===== config.mk =====
export PLATFORM = sky130hd
export DESIGN_NAME = afe_emulator_flat
export DESIGN_NICKNAME = d
export VERILOG_FILES = /design/src/rtl/oxi_pkg.sv /design/src/rtl/afe_emulator_if.sv /design/src/rtl/afe_wave_gen.sv /design/src/rtl/afe_emulator.sv /design/src/flat_wrapper.sv
export SDC_FILE = /design/constraint.sdc
export NUM_CORES = 1
export LEC_CHECK = 0
export ABC_AREA = 1
export CORE_MARGIN = 4
export CORE_UTILIZATION = 64
export CTS_BUF_LIST = sky130_fd_sc_hd__clkbuf_8
export CTS_CLUSTER_DIAMETER = 50
export DETAILED_ROUTE_END_ITERATION = 10
export GPL_TIMING_DRIVEN = 0
export HOLD_SLACK_MARGIN = 0.06
export PLACE_DENSITY = 0.86
export SETUP_SLACK_MARGIN = 0.05
export SYNTH_ARGS = -nofsm -noshare
export SYNTH_HDL_FRONTEND = slang
export SYNTH_SLANG_ARGS = --single-unit

===== constraint.sdc =====
create_clock -name clk -period 7.6 [get_ports clk]
set_input_delay 1.52 -clock clk [delete_from_list [all_inputs] [get_ports clk]]
set_output_delay 1.52 -clock clk [all_outputs]
set_load 0.1 [all_outputs]

===== src/rtl/oxi_pkg.sv =====
// oxi_pkg: types and constants shared by the oximeter controller and the AFE emulator.
// Contents: AFE state enum, converter/code widths, ADC mid-scale, LED-select encoding.
// Latency: n/a (package). Backpressure: n/a.
package oxi_pkg;

  localparam int ADC_W   = 8;
  localparam int DC_W    = 7;
  localparam int GAIN_W  = 4;
  localparam int ADC_MID = 127;

  typedef enum logic [1:0] {
    IDLE,
    SETTLE,
    RUN,
    FAULT
  } afe_state_e;

  // LED select packed as {LED_RED, LED_IR}; the controller drives the same encoding.
  typedef enum logic [1:0] {
    LED_OFF      = 2'b00,
    LED_SEL_IR   = 2'b01,
    LED_SEL_RED  = 2'b10,
    LED_SEL_BOTH = 2'b11
  } led_sel_e;

  function automatic led_sel_e led_sel(input logic ir, input logic red);
    return led_sel_e'({red, ir});
  endfunction

endpackage


===== src/rtl/afe_emulator_if.sv =====
// afe_emulator_if: controller <-> analog front end signal bundle.
// master = controller (drives LED selects, DC code, gain code; reads ADC/adc_valid/fault),
// slave = AFE emulator. No handshake: ADC is qualified by adc_valid.
interface afe_emulator_if;
  import oxi_pkg::*;

  logic              LED_IR;
  logic              LED_RED;
  logic [DC_W-1:0]   DC_Comp;
  logic [GAIN_W-1:0] PGA_Gain;
  logic [ADC_W-1:0]  ADC;
  logic              adc_valid;
  logic              fault;

  modport master (
    output LED_IR, LED_RED, DC_Comp, PGA_Gain,
    input  ADC, adc_valid, fault
  );

  modport slave (
    input  LED_IR, LED_RED, DC_Comp, PGA_Gain,
    output ADC, adc_valid, fault
  );

endinterface


===== src/rtl/afe_wave_gen.sv =====
// afe_wave_gen: free-running synthetic heartbeat; triangle over a 7-bit phase, scaled by AC_AMP.
// Ports: clk, rst_n (async active-low), ac_o (6-bit pulsatile amplitude, registered phase -> comb scale).
// Latency: phase steps once every BEAT_DIV cycles; no backpressure.
module afe_wave_gen #(
  parameter int AC_AMP   = 32,
  parameter int BEAT_DIV = 1000
) (
  input  logic       clk,
  input  logic       rst_n,
  output logic [5:0] ac_o
);

  logic [9:0] div_q, div_d;
  logic [6:0] phase_q, phase_d;
  logic [5:0] tri_w;

  always_comb begin
    div_d   = div_q + 10'd1;
    phase_d = phase_q;
    if (div_q == 10'(BEAT_DIV - 1)) begin
      div_d   = '0;
      phase_d = phase_q + 7'd1;
    end
  end

  always_ff @(posedge clk or negedge rst_n) begin
    if (!rst_n) begin
      div_q   <= '0;
      phase_q <= '0;
    end else begin
      div_q   <= div_d;
      phase_q <= phase_d;
    end
  end

  // Upper half of the phase walks the ramp back down.
  assign tri_w = phase_q[6] ? ~phase_q[5:0] : phase_q[5:0];
  assign ac_o  = 6'((12'(tri_w) * 12'(AC_AMP)) >> 6);

endmodule


===== src/rtl/afe_emulator.sv =====
// afe_emulator: photodiode/AFE model answering the oximeter controller (baseline + heartbeat,
//   DC subtraction, PGA gain, saturation to 0..255, settle blanking, dual-LED fault).
// Ports: clk, rst_n (async active-low), afe (slave modport: LED_IR/LED_RED/DC_Comp/PGA_Gain in;
//   ADC/adc_valid/fault out). Latency: input change -> ADC in 2 cycles; adc_valid after
//   SETTLE_CYC+2 quiet cycles. No backpressure. Build option: AFE_NOISE_EN adds LFSR noise.
module afe_emulator
  import oxi_pkg::*;
#(
  parameter int BASE_IR    = 400,
  parameter int BASE_RED   = 320,
  parameter int AC_AMP     = 32,
  parameter int DC_STEP    = 8,
  parameter int BEAT_DIV   = 1000,
  parameter int SETTLE_CYC = 4
) (
  input  logic          clk,
  input  logic          rst_n,
  afe_emulator_if.slave afe
);

  localparam int CNT_W = 8;
  // Blanking plus the two pipeline stages.
  localparam logic [CNT_W-1:0] RELOAD = CNT_W'(SETTLE_CYC + 2);

  afe_state_e state_q, state_d;
  logic [CNT_W-1:0] cnt_q, cnt_d;

  logic [DC_W+GAIN_W+1:0] in_w, in_q;
  logic                   change_w;
  led_sel_e               sel_w;
  logic [5:0]             ac_w;

  logic [10:0]      photo_q, photo_d;
  logic [10:0]      dcterm_q, dcterm_d;
  logic [4:0]       gain_q, gain_d;
  logic [ADC_W-1:0] adc_q, adc_d;

  logic signed [11:0] diff_w;
  logic signed [16:0] amp_w;
  logic signed [17:0] sum_w;
  logic signed [17:0] noise_w;

  afe_wave_gen #(
    .AC_AMP  (AC_AMP),
    .BEAT_DIV(BEAT_DIV)
  ) u_wave (
    .clk  (clk),
    .rst_n(rst_n),
    .ac_o (ac_w)
  );

  assign sel_w    = led_sel(afe.LED_IR, afe.LED_RED);
  assign in_w     = {afe.LED_IR, afe.LED_RED, afe.DC_Comp, afe.PGA_Gain};
  // Waveform steps are deliberately absent here: they must not restart settling.
  assign change_w = (in_w != in_q);

`ifdef AFE_NOISE_EN
  logic [15:0] lfsr_q;
  always_ff @(posedge clk or negedge rst_n) begin
    if (!rst_n) lfsr_q <= 16'hACE1;
    else        lfsr_q <= {lfsr_q[14:0], lfsr_q[15] ^ lfsr_q[13] ^ lfsr_q[12] ^ lfsr_q[10]};
  end
  assign noise_w = 18'($signed({1'b0, lfsr_q[2:0]})) - 18'sd4;
`else
  assign noise_w = '0;
`endif

  // Stage 1: photocurrent, DC term, gain.
  always_comb begin
    photo_d  = (afe.LED_IR ? 11'(BASE_IR) : 11'(BASE_RED)) + 11'(ac_w);
    dcterm_d = 11'(afe.DC_Comp) * 11'(DC_STEP);
    gain_d   = 5'(afe.PGA_Gain) + 5'd1;
  end

  // Stage 2: subtract, amplify, offset to mid-scale, saturate.
  always_comb begin
    diff_w = $signed({1'b0, photo_q}) - $signed({1'b0, dcterm_q});
    amp_w  = 17'(diff_w) * 17'($signed({1'b0, gain_q}));
    sum_w  = 18'(amp_w) + 18'(ADC_MID) + noise_w;
    adc_d  = sum_w[ADC_W-1:0];
    if (sum_w < 18'sd0)        adc_d = '0;
    else if (sum_w > 18'sd255) adc_d = '1;
  end

  // Priority: fault > idle > change event.
  always_comb begin
    state_d = state_q;
    cnt_d   = cnt_q;
    if (sel_w == LED_SEL_BOTH) begin
      state_d = FAULT;
    end else if (sel_w == LED_OFF) begin
      state_d = IDLE;
    end else begin
      unique case (state_q)
        IDLE, FAULT: begin
          state_d = SETTLE;
          cnt_d   = RELOAD;
        end
        SETTLE: begin
          if (change_w)                         cnt_d   = RELOAD;
          else if (cnt_q == CNT_W'(1))          state_d = RUN;
          else                                  cnt_d   = cnt_q - CNT_W'(1);
        end
        RUN: begin
          if (change_w) begin
            state_d = SETTLE;
            cnt_d   = RELOAD;
          end
        end
        default: state_d = IDLE;
      endcase
    end
  end

  always_ff @(posedge clk or negedge rst_n) begin
    if (!rst_n) begin
      state_q  <= IDLE;
      cnt_q    <= '0;
      in_q     <= '0;
      photo_q  <= '0;
      dcterm_q <= '0;
      gain_q   <= '0;
      adc_q    <= '0;
    end else begin
      state_q  <= state_d;
      cnt_q    <= cnt_d;
      in_q     <= in_w;
      photo_q  <= photo_d;
      dcterm_q <= dcterm_d;
      gain_q   <= gain_d;
      adc_q    <= adc_d;
    end
  end

  // Outputs decode straight from state so an async reset clears them immediately.
  assign afe.ADC       = (state_q == SETTLE || state_q == RUN) ? adc_q : '0;
  assign afe.adc_valid = (state_q == RUN);
  assign afe.fault     = (state_q == FAULT);

endmodule


===== src/flat_wrapper.sv =====
// flat-port wrapper written by rule: the top's interface ports become plain ports
module afe_emulator_flat import oxi_pkg::*;
#(
  parameter int BASE_IR    = 400,
  parameter int BASE_RED   = 320,
  parameter int AC_AMP     = 32,
  parameter int DC_STEP    = 8,
  parameter int BEAT_DIV   = 1000,
  parameter int SETTLE_CYC = 4
)
  (clk, rst_n, afe_LED_IR, afe_LED_RED, afe_DC_Comp, afe_PGA_Gain, afe_ADC, afe_adc_valid, afe_fault);
  afe_emulator_if afe_i ();
  input  logic clk;
  input  logic rst_n;
  input wire logic [$bits(afe_i.LED_IR)-1:0] afe_LED_IR;
  input wire logic [$bits(afe_i.LED_RED)-1:0] afe_LED_RED;
  input wire logic [$bits(afe_i.DC_Comp)-1:0] afe_DC_Comp;
  input wire logic [$bits(afe_i.PGA_Gain)-1:0] afe_PGA_Gain;
  output wire logic [$bits(afe_i.ADC)-1:0] afe_ADC;
  output wire logic [$bits(afe_i.adc_valid)-1:0] afe_adc_valid;
  output wire logic [$bits(afe_i.fault)-1:0] afe_fault;
  assign afe_i.LED_IR = afe_LED_IR;
  assign afe_i.LED_RED = afe_LED_RED;
  assign afe_i.DC_Comp = afe_DC_Comp;
  assign afe_i.PGA_Gain = afe_PGA_Gain;
  assign afe_ADC = afe_i.ADC;
  assign afe_adc_valid = afe_i.adc_valid;
  assign afe_fault = afe_i.fault;
  afe_emulator #(.BASE_IR(BASE_IR), .BASE_RED(BASE_RED), .AC_AMP(AC_AMP), .DC_STEP(DC_STEP), .BEAT_DIV(BEAT_DIV), .SETTLE_CYC(SETTLE_CYC)) u_core (.clk(clk), .rst_n(rst_n), .afe(afe_i));
endmodule

* Yosys cells after proc, flatten, opt, wreduce, memory -nomap -nowiden *
Cells that the tools add are included.

cells by class
  muxes and demuxes = 16
  reductions and logical operators = 6
  order comparisons = 2
  $add $sub $neg = 7
  equal/unequal tests = 12
  $mul = 1
  bitwise gates (word level) = 3

operator list
  operator                 number
  $mux W8                  7
  $pmux W8 S3              1
  $add A17 B8 Y18 const B  1
  $gt A18 B9 Y1 const B    1
  $lt A18 B1 Y1 const B    1
  $mul A12 B6 Y17          1
  $ne A13 B13 Y1           1
  $sub A11 B10 Y12         1
  $add A11 B5 Y11          1
  $add A10 B1 Y10 const B  1
  $eq A10 B10 Y1 const B   1
  $mux W10                 1
  $mux W2                  5
  $eq A8 B1 Y1 const B     1
  $ne A4 B1 Y1 const B     2
  $sub A8 B1 Y8 const B    1
  $add A7 B1 Y7 const B    1
  $eq A2 B2 Y1 const B     3
  $mux W6                  1
  $not A6 Y6               1
  $pmux W2 S3              1
  $add A4 B1 Y5 const B    1
  $logic_not A2 Y1         2
  $ne A4 B4 Y1 const B     1
  other kinds (8)          9

word-level totals
  bits in registers = 71
  logic and storage cells = 56
  output and inout port bits = 10
  input port bits = 15

* Longest topological paths before layout *
  word-level depth = 6
  gate-level depth with buffers = 35
  mapped depth without buffers = 35

* By module *
From an unflattened synthesis, not the netlist that was laid out.

unflattened totals
  cell total of the unflattened synthesis = 781
  area, all modules = 5969.5 µm²

by module, submodules not included
  module        instances  area an instance (µm²)  sequential area each (µm²)  cells an instance
  afe_emulator  1          4968.5                  1151.1                      648
  afe_wave_gen  1          1001.0                  425.4                       133

* Least setup slack after synthesis *
No wires, ideal clock.

  path type = flip-flop to flip-flop
  from = reg, netlist name u_core.in_q[4]
  to = reg u_core.adc_q[2]
  setup time = 0.113 ns
  stages on the path, launching flop included = 29
  path buffers = 0
  arrival time = 5.200 ns
  slack = 2.287 ns
  cells stage by stage = dfrtp_1 -> ha_1 -> fa_1 -> o21ai_0 -> a21oi_1 -> o21bai_1 -> inv_1 -> nor2_1 -> nor2_1 -> fa_1 -> fa_1 -> inv_1 -> fa_1 -> inv_1 -> ha_1 -> nand2_1 -> inv_1 -> a21oi_1 -> nand3_1 -> nand2_1 -> nand2_1 -> nand2_1 -> nor2_1 -> nand3_1 -> nand3_2 -> nor2_8 -> nand4_1 -> nand2_1 -> inv_1

RTL lines
  element               line                 text
  end signal, assigned  afe_emulator.sv:123  adc_q <= '0;
  end signal, assigned  afe_emulator.sv:131  adc_q <= adc_d;
  end, declared         afe_emulator.sv:36   logic [ADC_W-1:0] adc_q, adc_d;

==> results.sh <==
export IMPL_viasPerCell=5.15
export IMPL_fin_tns_setup_ns=0
export IMPL_post_dp_hpwl_um=10000
export IMPL_synth_compound_area_share_pct=3.65
export IMPL_netlist_instances=813
export IMPL_p_leak_nw=3.81
export IMPL_rsz0062_at_grt="no"
export IMPL_fin_cells=983
export IMPL_tightest_slew_ns=0.977
export IMPL_wl_per_cell_um=12.8
export IMPL_synth_edf_count=0
export IMPL_max_stage_delay_ns=0.53
export IMPL_synth_warnings=0
export IMPL_ant_nets=0
export IMPL_multi_input_area_sq_mm=0.00381
export IMPL_dr_pass1_iters=5
export IMPL_max_freq_ghz=0.166
export IMPL_clk_insertion_delay_late_ns=0.34
export IMPL_fin_util_pct=72.6
export IMPL_arrival_ns=6.27
export IMPL_syn_area_sq_mm=0.00606
export IMPL_finalSetupViolCount=0
export IMPL_worstPathRequired_ns=7.84
export IMPL_synth_top_area_cell="dfrtp_1"
export IMPL_grt_pass1_wl_um=22500
export IMPL_synth_fp_nets=914
export IMPL_path_common_cell="nand2_1"
export IMPL_diodes=0
export IMPL_die_y_um=105
export IMPL_synthSimpleGateAreaFrac_pct=30.8
export IMPL_critPathMaxFanout=8
export IMPL_synthAdderAreaFrac_pct=22.3
export IMPL_crit_family="adder cells"
export IMPL_status="complete, no violations"
export IMPL_drc_errors=0
export IMPL_worstHoldPathType="flip-flop to flip-flop"
export IMPL_track_usage_pct=24.6
export IMPL_antenna_found_initial=0
export IMPL_final_min_clock_period_ns=6.04
export IMPL_crit_buf_inv=5
export IMPL_clk_pin_slew_ns=0.07
export IMPL_hold_ws_ns=0.494
export IMPL_clk_path_buf_depth=2
export IMPL_critPathLaunchType="flip-flop"
export IMPL_fillCellCount=685
export IMPL_synth_top_area_share_pct=25.2
export IMPL_cts_hold_buf=0
export IMPL_path_class="flip-flop to flip-flop"
export IMPL_final_hold_viol_count=0
export IMPL_synth_common_cells="nand2_1 (182), inv_1 (174), nor2_1 (94)"
export IMPL_place_gp_congestion=0.889
export IMPL_yosysMostFrequentCell="nand2_1"
export IMPL_die_area_sq_mm=0.0111
export IMPL_synth_main_ff_cell="dfrtp_1"
export IMPL_power_density_mw_per_mm2=377
export IMPL_yosysUniqueCellTypes=41
export IMPL_ioPinCount=25
export IMPL_seq_area_sq_mm=0.00153
export IMPL_drt_initial_drc_count=199
export IMPL_cts_sinks=61
export IMPL_ir_drop_uv=227
export IMPL_drive_above_1_share_pct=9.37
export IMPL_yosys_top_cells_area="dfrtp_1 (25%), fa_1 (12%), nand2_1 (11%)"
export IMPL_relSlewSlack_pct=34.7
export IMPL_ys_seq_elements=61
export IMPL_numCtsBuffers=9
export IMPL_period_share_pct=79.4
export IMPL_cpMaxStageDelayCell="fa_1"
export IMPL_num_rows=35
export IMPL_vias=5060
export IMPL_io_buffer_count=24
export IMPL_final_setup_skew_ns=0.00759
export IMPL_nets=950
export IMPL_root_buffer="clkbuf_8"
export IMPL_grt_max_degree=37
export IMPL_cts_resized=0
export IMPL_cts_tree="built"
export IMPL_start_util_pct=65.6
export IMPL_maxCapViolations=0
export IMPL_avgSynthCellArea_sq_um=7.45
export IMPL_synth_top_family_by_area="simple AND/OR/NAND/NOR gates"
export IMPL_drv_slew=0
export IMPL_synthArstFlopShare_pct=100
export IMPL_coreArea_sq_mm=0.00924
export IMPL_synth_xor_area_share_pct=6.05
export IMPL_syn_to_final_growth_pct=10.7
export IMPL_die_w_um=105
export IMPL_endpoint_kind="flip-flop"
export IMPL_dp_cells=967
export IMPL_post_cts_setup_buffer_count=0
export IMPL_gr_total_overflow=0
export IMPL_grt_pass1_vias=5210
export IMPL_synth_seq_area_share_pct=25.2
export IMPL_wl_um=12600
export IMPL_h_tree_depth=3
export IMPL_muxShareOfSynthArea_pct=0
-- layer usage --
layer,up-vias,global-route usage [%],part of all wire [%]
met5,-,0,0
met4,0,6.75,1.7
met3,24,4.04,3.8
met2,119,45.4,52
met1,2382,29.5,42
li1,2535,-,-
-- power by group --
group          internal, mW  switching [mW]  leakage (nW)
Combinational         0.547            1.28          2.94
Clock                 0.193           0.133         0.110
Sequential            0.364          0.0191         0.763
-- final cells by class --
class / instances / area share [%]
sequential: 61 / 22.8
multi-input combinational: 562 / 56.8
clock buffer: 10 / 2.05
buffer: 6 / 0.429
tap: 129 / 2.41
inverter: 184 / 10.3
clock inverter: 6 / 1.31
timing repair buffer: 25 / 3.92
-- cell usage in the layout (no fill, tap or decap), types with 14 or more instances in the layout --
| cell type | instances |
|---|---|
| ha_1 | 49 |
| nand2_1 | 182 |
| inv_1 | 175 |
| nor2_1 | 94 |
| xor2_1 | 27 |
| dfrtp_1 | 61 |
| nand3_1 | 46 |
| a21oi_1 | 14 |
| fa_1 | 37 |
| nand2_2 | 14 |
| nand4_1 | 18 |
| clkdlybuf4s50_1 | 23 |
-- registers in the layout, indices dropped and copies added, names as in the netlist --
| signal | count |
|---|---|
| u_core.u_wave.phase_q | 7 |
| u_core.u_wave.div_q | 10 |
| u_core.gain_q | 5 |
| u_core.cnt_q | 8 |
| u_core.in_q | 12 |
| u_core.adc_q | 8 |
| u_core.photo_q | 9 |
| u_core.state_q | 2 |
-- path summary, 6_finish.rpt --
path	startpoint	endpoint	slack [ns]	cells after the start
max	u_core.in_q[4]$_DFF_PN0_	u_core.adc_q[5]$_DFF_PN0_	1.56	30
min	u_core.u_wave.div_q[0]$_DFF_PN0_	u_core.u_wave.div_q[0]$_DFF_PN0_	0.49	1
max reg2reg	u_core.in_q[4]$_DFF_PN0_	u_core.adc_q[5]$_DFF_PN0_	1.56	30
min reg2reg	u_core.u_wave.div_q[0]$_DFF_PN0_	u_core.u_wave.div_q[0]$_DFF_PN0_	0.49	1
max in group asynchronous	rst_n	u_core.u_wave.div_q[2]$_DFF_PN0_	5.71	2
min in group asynchronous	rst_n	u_core.adc_q[4]$_DFF_PN0_	1.28	1
-- per-stage QoR --
stage                     total power [mW]  instance area (sq um)  setup slack (ns)
after detailed placement              2.20                   6480              1.61
final                                 2.53                   6710              1.56
after global placement                2.13                   6460              1.85
after floorplan                       1.87                   6060              2.29
after CTS                             2.53                   6710              1.59
after global routing                  2.76                   6710              1.09
-- logic make-up after synthesis --
group / Yosys count
other: 1
buffers and inverters: 190
DFF: 61
adders and majority gates: 86
xor gates and xnor gates: 41
AOI/OAI and AO/OA: 36
and+or+nand+nor: 398
Power figures use the tool's default switching activity.
